--- config.mk ---
export PLATFORM = sky130hd
export DESIGN_NAME = fill_arbiter_n
export DESIGN_NICKNAME = d
export VERILOG_FILES = /design/src/rtl/fill_arbiter_n.sv
export SDC_FILE = /design/constraint.sdc
export NUM_CORES = 1
export LEC_CHECK = 0
export CORE_ASPECT_RATIO = 0.9
export CORE_MARGIN = 2
export CORE_UTILIZATION = 37
export DETAILED_ROUTE_END_ITERATION = 12
export GPL_TIMING_DRIVEN = 0
export MAX_ROUTING_LAYER = met4
export PLACE_DENSITY = 0.77
export SLEW_MARGIN = 20
export SYNTH_ARGS = -nofsm -noshare
export SYNTH_HDL_FRONTEND = slang
export SYNTH_SLANG_ARGS = --single-unit
--- constraint.sdc ---
create_clock -name clk -period 2.1 [get_ports clk]
set_input_delay 0.21 -clock clk [delete_from_list [all_inputs] [get_ports clk]]
set_output_delay 0.21 -clock clk [all_outputs]
set_load 0.1 [all_outputs]
--- src/rtl/fill_arbiter_n.sv ---
// ---------------------------------------------------------------------------
// fill_arbiter_n
//
// Merges cache-fill write requests from NUM_CH producers into the single
// fill FIFO that feeds the memory-controller AW/W path. Selection is either
// fixed priority with starvation protection (MODE=0) or round-robin (MODE=1).
// The grant is combinational. The FIFO write port is registered, so it
// issues at most one write per cycle, one cycle after the accepting edge.
//
// Parameters
//   NUM_CH         number of request channels (1..16)
//   PAYLOAD_WIDTH  bits per request ({addr, data})
//   MODE           0 = fixed priority (channel 0 highest), 1 = round-robin
//   STARVE_THR     fixed-mode starvation limit in lost-arbitration cycles
//   SRC_WIDTH      width of the source-index output
//
// Ports
//   clk                single clock, rising edge
//   rst_n              synchronous active-low reset
//   req_valid_i        per-channel request valid
//   req_ready_o        per-channel accept, one-hot or zero
//   req_data_i         channel i at [i*PAYLOAD_WIDTH +: PAYLOAD_WIDTH]
//   fill_fifo_afull_i  FIFO almost full; blocks all grants while high
//   fill_fifo_wren_o   registered FIFO write enable
//   fill_fifo_data_o   registered FIFO write data (holds when idle)
//   fill_fifo_src_o    registered index of the channel written (holds)
// ---------------------------------------------------------------------------
`ifndef AXI_ADDR_WIDTH
`define AXI_ADDR_WIDTH 32
`endif
`ifndef AXI_DATA_WIDTH
`define AXI_DATA_WIDTH 64
`endif

module fill_arbiter_n #(
  parameter int NUM_CH        = 2,
  parameter int PAYLOAD_WIDTH = `AXI_ADDR_WIDTH + `AXI_DATA_WIDTH,
  parameter int MODE          = 0,
  parameter int STARVE_THR    = 8,
  parameter int SRC_WIDTH     = (NUM_CH > 1) ? $clog2(NUM_CH) : 1
) (
  input  logic                            clk,
  input  logic                            rst_n,
  input  logic [NUM_CH-1:0]               req_valid_i,
  output logic [NUM_CH-1:0]               req_ready_o,
  input  logic [NUM_CH*PAYLOAD_WIDTH-1:0] req_data_i,
  input  logic                            fill_fifo_afull_i,
  output logic                            fill_fifo_wren_o,
  output logic [PAYLOAD_WIDTH-1:0]        fill_fifo_data_o,
  output logic [SRC_WIDTH-1:0]            fill_fifo_src_o
);

  // Registered state
  logic                     wren_q,       wren_d;
  logic [PAYLOAD_WIDTH-1:0] data_q,       data_d;
  logic [SRC_WIDTH-1:0]     src_q,        src_d;
  logic [SRC_WIDTH-1:0]     last_grant_q, last_grant_d;

  // Combinational grant
  logic [NUM_CH-1:0]        starved;
  logic                     grant_vld;
  logic [SRC_WIDTH-1:0]     grant_idx;
  logic [PAYLOAD_WIDTH-1:0] ch_data [NUM_CH];

  // Per-channel payload slices, ready decode and starvation counters
  for (genvar gi = 0; gi < NUM_CH; gi++) begin : g_ch
    logic [7:0] cnt_q, cnt_d;

    assign ch_data[gi]     = req_data_i[gi*PAYLOAD_WIDTH +: PAYLOAD_WIDTH];
    assign req_ready_o[gi] = grant_vld && (grant_idx == SRC_WIDTH'(gi));

    // Only meaningful in fixed-priority mode; in round-robin the counters
    // stay at zero so no channel is ever flagged as starved.
    assign starved[gi] = (MODE == 0) && req_valid_i[gi] &&
                         (cnt_q >= 8'(STARVE_THR));

    // Count cycles in which this channel wanted the FIFO but another channel
    // transferred. afull stalls make no transfer, so the count holds.
    always_comb begin
      cnt_d = cnt_q;
      if ((MODE == 0) && grant_vld) begin
        if (grant_idx == SRC_WIDTH'(gi)) begin
          cnt_d = 8'd0;
        end else if (req_valid_i[gi] && (cnt_q != 8'hFF)) begin
          cnt_d = cnt_q + 8'd1;
        end
      end
    end

    always_ff @(posedge clk) begin
      if (!rst_n) begin
        cnt_q <= 8'd0;
      end else begin
        cnt_q <= cnt_d;
      end
    end
  end

  // Grant selection. Both modes are written as two ordered scans so the
  // loop indices stay constant after unrolling.
  always_comb begin
    grant_vld = 1'b0;
    grant_idx = '0;
    if (rst_n && !fill_fifo_afull_i) begin
      if (MODE == 1) begin
        // Channels above last_grant first, then wrap to 0..last_grant.
        for (int i = 0; i < NUM_CH; i++) begin
          if (!grant_vld && req_valid_i[i] && (i > int'(last_grant_q))) begin
            grant_vld = 1'b1;
            grant_idx = SRC_WIDTH'(i);
          end
        end
        for (int i = 0; i < NUM_CH; i++) begin
          if (!grant_vld && req_valid_i[i] && (i <= int'(last_grant_q))) begin
            grant_vld = 1'b1;
            grant_idx = SRC_WIDTH'(i);
          end
        end
      end else begin
        // Lowest-index starved channel overrides plain priority.
        for (int i = 0; i < NUM_CH; i++) begin
          if (!grant_vld && starved[i]) begin
            grant_vld = 1'b1;
            grant_idx = SRC_WIDTH'(i);
          end
        end
        for (int i = 0; i < NUM_CH; i++) begin
          if (!grant_vld && req_valid_i[i]) begin
            grant_vld = 1'b1;
            grant_idx = SRC_WIDTH'(i);
          end
        end
      end
    end
  end

  // Next-state for the output register and round-robin pointer. A grant
  // always lands on a valid channel, so grant_vld is the transfer strobe.
  always_comb begin
    wren_d       = grant_vld;
    data_d       = data_q;
    src_d        = src_q;
    last_grant_d = last_grant_q;
    if (grant_vld) begin
      data_d = ch_data[grant_idx];
      src_d  = grant_idx;
      if (MODE == 1) begin
        last_grant_d = grant_idx;
      end
    end
  end

  always_ff @(posedge clk) begin
    if (!rst_n) begin
      wren_q       <= 1'b0;
      data_q       <= '0;
      src_q        <= '0;
      last_grant_q <= SRC_WIDTH'(NUM_CH - 1);
    end else begin
      wren_q       <= wren_d;
      data_q       <= data_d;
      src_q        <= src_d;
      last_grant_q <= last_grant_d;
    end
  end

  assign fill_fifo_wren_o = wren_q;
  assign fill_fifo_data_o = data_q;
  assign fill_fifo_src_o  = src_q;

endmodule

After elaboration in Yosys (flattened, before gate mapping)
Index checks and enable logic that the tools add are counted.
- register bits: 114
- input bits: 197
- output and inout port bits: 100
- word-level logic and storage cells: 51
- add/subtract/negate cells: 2
- magnitude comparators: 3
- equality and inequality tests: 3
- multiplexer cells: 19
- bitwise operators: 2
- reductions and logical operators: 17
- operator list (kind ; number):
    96-bit two-way mux ; 3
    8-bit two-way mux ; 4
    8-bit by 1-bit adder with 8-bit output, second input constant ; 2
    8-bit by 4-bit >= comparator with 1-bit output, second input constant ; 2
    8-bit != test, second input constant ; 2
    1-bit two-way mux ; 12
    1-bit logical AND ; 10
    1-bit zero test ; 4
    2-bit AND reduction ; 2
    2-bit >= comparator, second input constant ; 1
    2-bit by 1-bit != test with 1-bit output, second input constant ; 1
    1-bit inverter with 2-bit output ; 1
    2-bit nonzero test ; 1
    1-bit inverter ; 1

Longest topological paths before layout
- depth in word-level cells: 20
- gate-level depth with buffers: 8
- gate-level depth less buffers: 6

Least setup slack after synthesis
OpenSTA, ideal clock, no wires.
- path type: flip-flop to flip-flop
- start: register g_ch[1].cnt_q[7]
- end: register g_ch[0].cnt_q[3]
- setup time: 0.122 ns
- arrival: 2.687 ns
- data required time: 1.978 ns
- path slack: -0.709 ns
- cell stages (with the launch flop): 6
- buffers on the path: 0
- period minus slack after synthesis: 2.809 ns
- path through: dfxtp_1 nor3_1 a211oi_4 a21oi_1 nand2b_1 nor2_1
- word-level cells in the longest chain between the ends: 15
- elaborated cells on any way between the ends: 20
- classes of those cells: 1 x order compare; 1 x eq/ne; 11 x mux; 7 x reduce/logical
- ends and longest elaborated chain (element ; line ; RTL):
    start: declaration ; 67 ; logic [7:0] cnt_q, cnt_d;
    start signal: assignment ; 94 ; cnt_q <= cnt_d;
    8-bit by 4-bit >= comparator with 1-bit output * ; 75 ; (cnt_q >= 8'(STARVE_THR));
    1-bit logical AND * ; 74 ; assign starved[gi] = (MODE == 0) && req_valid_i[gi] &&
    1-bit logical AND * ; 122 ; if (!grant_vld && starved[i]) begin
    1-bit two-way mux ; 122 ;
    1-bit two-way mux ; 104 ; if (rst_n && !fill_fifo_afull_i) begin
    1-bit zero test ; 128 ; if (!grant_vld && req_valid_i[i]) begin
    1-bit logical AND ; 128 ;
    1-bit two-way mux ; 128 ;
    1-bit two-way mux ; 104 ;
    1-bit zero test ; 128 ;
    1-bit logical AND ; 128 ;
    1-bit two-way mux ; 128 ;
    1-bit two-way mux ; 104 ;
    2-bit by 1-bit != test with 1-bit output (no line) ; - ;
    2-bit AND reduction (no line) ; - ;
    end signal: assignment ; 94 ;
    end: declaration ; 67 ;
Mark *: on every way between the ends. The rest lies on a longest branch, timed or not. The select of a mux whose other input is x is not followed.
A chain may end at the register's enable or synchronous reset.

Worst setup path in the final report
- start: register g_ch[0].cnt_q[6]
- end: output port req_ready_o[1]
- word-level cells in the longest chain between the ends: 17
- elaborated cells on any way between the ends: 21
- classes of those cells: 1 x order compare; 12 x mux; 8 x reduce/logical
- ends and longest elaborated chain (element ; line ; RTL):
    8-bit by 4-bit >= comparator with 1-bit output * ; 75 ;
    1-bit logical AND * ; 74 ;
    1-bit two-way mux * ; 122 ;
    1-bit two-way mux * ; 104 ;
    1-bit zero test ; 122 ;
    1-bit logical AND ; 122 ;
    1-bit two-way mux ; 122 ;
    1-bit two-way mux ; 104 ;
    1-bit zero test ; 128 ;
    1-bit logical AND ; 128 ;
    1-bit two-way mux ; 128 ;
    1-bit two-way mux ; 104 ;
    1-bit zero test ; 128 ;
    1-bit logical AND ; 128 ;
    1-bit two-way mux ; 128 ;
    1-bit two-way mux ; 104 ;
    1-bit logical AND * ; 70 ; assign req_ready_o[gi] = grant_vld && (grant_idx == SRC_WIDTH'(gi));
    end: declaration ; 45 ; output logic [NUM_CH-1:0] req_ready_o,
Marked as above.

==> metrics.txt <==
# TYPE chip_impl_metric gauge
chip_impl_metric{name="final_hold_violations",unit=""} 0
chip_impl_metric{name="i_o_pin_count",unit=""} 297
chip_impl_metric{name="synthXorXnorAreaFrac",unit="%"} 0.6394
chip_impl_metric{name="finish.instance_area",unit="mm^2"} 0.009477
chip_impl_metric{name="drt-vias-per-instance",unit=""} 5.516
chip_impl_metric{name="slew_viol_final",unit=""} 0
chip_impl_metric{name="post_synth_and_or_nand_nor_area_fraction",unit="%"} 15.46
chip_impl_metric{name="finalCritPeriodShare",unit="%"} 106.3
chip_impl_metric{name="post-synth-top-area-fraction",unit="%"} 41.65
chip_impl_metric{name="yosys_warnings",unit=""} 0
chip_impl_info{name="timing.critical_path.from_type",value="flip-flop"} 1
chip_impl_metric{name="setup_viol",unit=""} 12
chip_impl_metric{name="cp_data_required_time",unit="ns"} 1.89
chip_impl_metric{name="timing.critical_path.arrival",unit="ns"} 2.02
chip_impl_metric{name="fp.dieH",unit="um"} 119.4
chip_impl_metric{name="leakage",unit="uW"} 0.004061
chip_impl_metric{name="slew-limit-headroom",unit="%"} 30.24
chip_impl_metric{name="total_congestion_overflow",unit=""} 0
chip_impl_metric{name="cts_sinks",unit=""} 114
chip_impl_metric{name="synth_fa_ha_area_share",unit="%"} 0.9135
chip_impl_metric{name="drt.antenna.violating_nets",unit=""} 0
chip_impl_info{name="clock_tree.root_cell",value="clkbuf_16"} 1
chip_impl_metric{name="post_synthesis_mux_area_share",unit="%"} 0
chip_impl_metric{name="design_power_total",unit="uW"} 7035
chip_impl_metric{name="post-route-worst-setup-slack",unit="ns"} -0.1321
chip_impl_metric{name="die_x",unit="um"} 132.3
chip_impl_info{name="worst-setup-path-type",value="flip-flop to output port"} 1
chip_impl_metric{name="synthesized_nets",unit=""} 747
chip_impl_metric{name="placed_area",unit="mm^2"} 0.008693
chip_impl_metric{name="grt_antenna_before_repair",unit=""} 0
chip_impl_metric{name="postCtsHoldBufs",unit=""} 0
chip_impl_metric{name="swShare",unit="%"} 32.36
chip_impl_info{name="outcome",value="finished, violations left"} 1
chip_impl_metric{name="ir_drop",unit="mV"} 0.5289
chip_impl_metric{name="synth-seq-cells",unit=""} 114
chip_impl_metric{name="detailedRoute.firstIterationViolations",unit=""} 272
chip_impl_metric{name="cts_htree_levels",unit=""} 4
chip_impl_metric{name="combPwrFrac",unit="%"} 27.7
chip_impl_metric{name="syn_avg_cell_area",unit="um^2"} 10.03
chip_impl_metric{name="p_int",unit="uW"} 4758
chip_impl_metric{name="gpl.final_weighted_congestion",unit=""} 0.8979
chip_impl_metric{name="avgRoutedWirePerCell",unit="um"} 19.83
chip_impl_metric{name="drive_above_1_share",unit="%"} 12.26
chip_impl_metric{name="clock-skew-final",unit="ns"} 0.01062
chip_impl_metric{name="design.final.nets",unit=""} 1070
chip_impl_info{name="final_cell_mix",value="clkdlybuf4s50_1 (196), dfxtp_1 (111), nor2b_1 (98)"} 1
chip_impl_metric{name="portBuffers",unit=""} 295
chip_impl_metric{name="initial_utilization",unit="%"} 37.50
chip_impl_info{name="critical_path.endpoint_type",value="output port"} 1
chip_impl_metric{name="synth-compound-area-share",unit="%"} 36.31
chip_impl_metric{name="gr-usage-all-layers",unit="%"} 26.77
chip_impl_metric{name="final_cells",unit=""} 1079
chip_impl_metric{name="routed_wl",unit="um"} 21400
chip_impl_metric{name="insertion_delay",unit="ns"} 0.42
chip_impl_metric{name="reg2reg_setup_slack",unit="ns"} -0.07
chip_impl_metric{name="syn-cell-area",unit="mm^2"} 0.005479
chip_impl_info{name="cts_tree",value="built"} 1
chip_impl_metric{name="number_of_cts_inserted_buffers",unit=""} 17
chip_impl_metric{name="ant_diodes",unit=""} 0
chip_impl_metric{name="fmax",unit="MHz"} 448.0
chip_impl_info{name="hp-class",value="input pin to flip-flop"} 1
chip_impl_metric{name="timing.max_cap.violations",unit=""} 0
chip_impl_metric{name="syn-instance-count",unit=""} 546
chip_impl_metric{name="synth.distinct_cells",unit=""} 38
chip_impl_metric{name="synth-seq-area-share",unit="%"} 41.65
chip_impl_metric{name="hpwl",unit="um"} 15500
chip_impl_metric{name="die_area",unit="mm^2"} 0.01580
chip_impl_metric{name="power_per_cell_area",unit="mW/mm^2"} 742.4
chip_impl_info{name="layout.cells.most_common",value="clkdlybuf4s50_1"} 1
chip_impl_metric{name="num_vias",unit=""} 5952
chip_impl_metric{name="clock_path_buffers",unit=""} 2
chip_impl_metric{name="finalSetupTns",unit="ns"} -0.4107
chip_impl_metric{name="clock_power_share",unit="%"} 39.0
chip_impl_metric{name="placed_cells_incl_taps",unit=""} 1039
chip_impl_metric{name="seq_power_share",unit="%"} 33.3
chip_impl_info{name="rsz_0062_raised_after_global_routing",value="yes"} 1
chip_impl_metric{name="route.detailed.drc",unit=""} 0
chip_impl_metric{name="layout-area-overhead-vs-synth",unit="%"} 72.96
chip_impl_metric{name="rows",unit=""} 42
chip_impl_metric{name="first_global_vias",unit=""} 6121
chip_impl_info{name="largest_family_of_logic_cells_by_synthesized_area",value="compound AO/OA/AOI/OAI gates"} 1
chip_impl_metric{name="crit_fanout",unit=""} 2
chip_impl_metric{name="core",unit="mm^2"} 0.01461
chip_impl_info{name="yosys.area.top_type",value="dfxtp_1"} 1
chip_impl_metric{name="final_core_utilization",unit="%"} 64.87
chip_impl_info{name="failing_checks",value="setup timing"} 1
chip_impl_info{name="synthTopCellsByArea",value="dfxtp_1 (42%), a22o_1 (15%), a221oi_1 (12%)"} 1
chip_impl_metric{name="grt_pass1_wl",unit="um"} 32480
chip_impl_metric{name="clkSlewWorstSetupHoldPaths",unit="ns"} 0.05
chip_impl_metric{name="timing_worst_slew_pin_value",unit="ns"} 1.051
chip_impl_metric{name="firstDrtPassIters",unit=""} 4
chip_impl_metric{name="maximum_number_of_pins_on_one_net_before_global_route_repair",unit=""} 17
chip_impl_metric{name="layout_min_cycle_time",unit="ns"} 2.232
chip_impl_metric{name="power.net_switching",unit="uW"} 2277
==> per-layer routing <==
layer | wire length [um] | up-vias | global-route usage [%]
met5 | 0 | - | -
met4 | 454 | 0 | 8.669
met3 | 1559 | 33 | 6.854
met2 | 10620 | 259 | 46.19
met1 | 8764 | 2854 | 30.49
li1 | - | 2806 | -
==> cell families (layout without fill, tap and decap cells) <==
group | after synthesis | after routing
xor+xnor | 4 | 4
buf+inv | 62 | 397
simple gates | 142 | 142
flops | 114 | 114
compound gates | 220 | 220
fa+ha+maj | 4 | 4
==> power by group through the flow <==
stage	logic [uW]	clock network, uW	registers [uW]
floorplan	430	0	3170
global placement	1940	0	2380
detailed placement	1970	0	2390
CTS	1930	2780	2340
global route	2030	2890	2350
finish	1950	2750	2340
==> worst paths after layout <==
check | from | to | depth (start not counted)
worst max-delay path | g_ch[0].cnt_q[6] | req_ready_o[1] | 6
worst min-delay path | req_valid_i[1] | g_ch[1].cnt_q[1] | 3
worst max register to register | g_ch[0].cnt_q[6] | fill_fifo_data_o[56] | 8
worst min register to register | fill_fifo_src_o | fill_fifo_src_o | 2
==> synth_stat cells, drive strengths merged <==
library cell,n
dfxtp,114
nor2b,98
a221oi,96
a22o,96
clkbuf,38
buf,16
nor2,11
o21ai,11
inv,8
nand2,8
a21oi,7
and3,5
nand3,5
ha,4
nand4,4
xor2,3
a211oi,2
a21boi,2
and3b,2
nand2b,2
or3,2
a31o,1
a31oi,1
a41o,1
a41oi,1
and2,1
and4,1
nand3b,1
nor3,1
o2111ai,1
o21a,1
or4,1
xnor2,1
==> worst max-delay path: stages, from the launching register on <==
cell      delay [ns]
dfxtp_2         0.31
or4_4           0.56
a211oi_4        0.19
o21a_1          0.16
buf_6           0.12
buf_8           0.11
buf_12          0.16
==> repair_timing <==
action,in CTS,in global routing
buffers inserted,6,3
pin swaps,3,3
endpoints found under the hold margin,0,0
setup endpoints to repair,193,117
gates resized for setup,149,25
==> metrics by stage <==
stage	hold slack (ns)	worst slack [ns]
after detailed placement	0.4688	-1.019
final	0.2927	-0.1321
after floorplan	0.3630	0.02133
after CTS	0.2690	-0.1967
after global routing	0.3093	-0.1653
after global placement	0.4401	-1.009
==> sequential cells by signal (all words and copies together) (netlist names) <==
| signal | flops |
|---|---|
| g_ch.cnt_q | 16 |
| fill_fifo_data_o | 96 |
| fill_fifo_wren_o | 1 |
| fill_fifo_src_o | 1 |
==> layout make-up <==
class / instances / area [um^2]
clock inverter: 5 / 50.05
sequential: 114 / 2286
timing repair buffer: 304 / 2993
tap: 198 / 247.7
clock buffer: 26 / 509.2
multi-input combinational: 370 / 3019
inverter: 8 / 30.03
buffer: 54 / 341.6
fill: 1210 / 5132
Power figures use the tool's default switching activity.
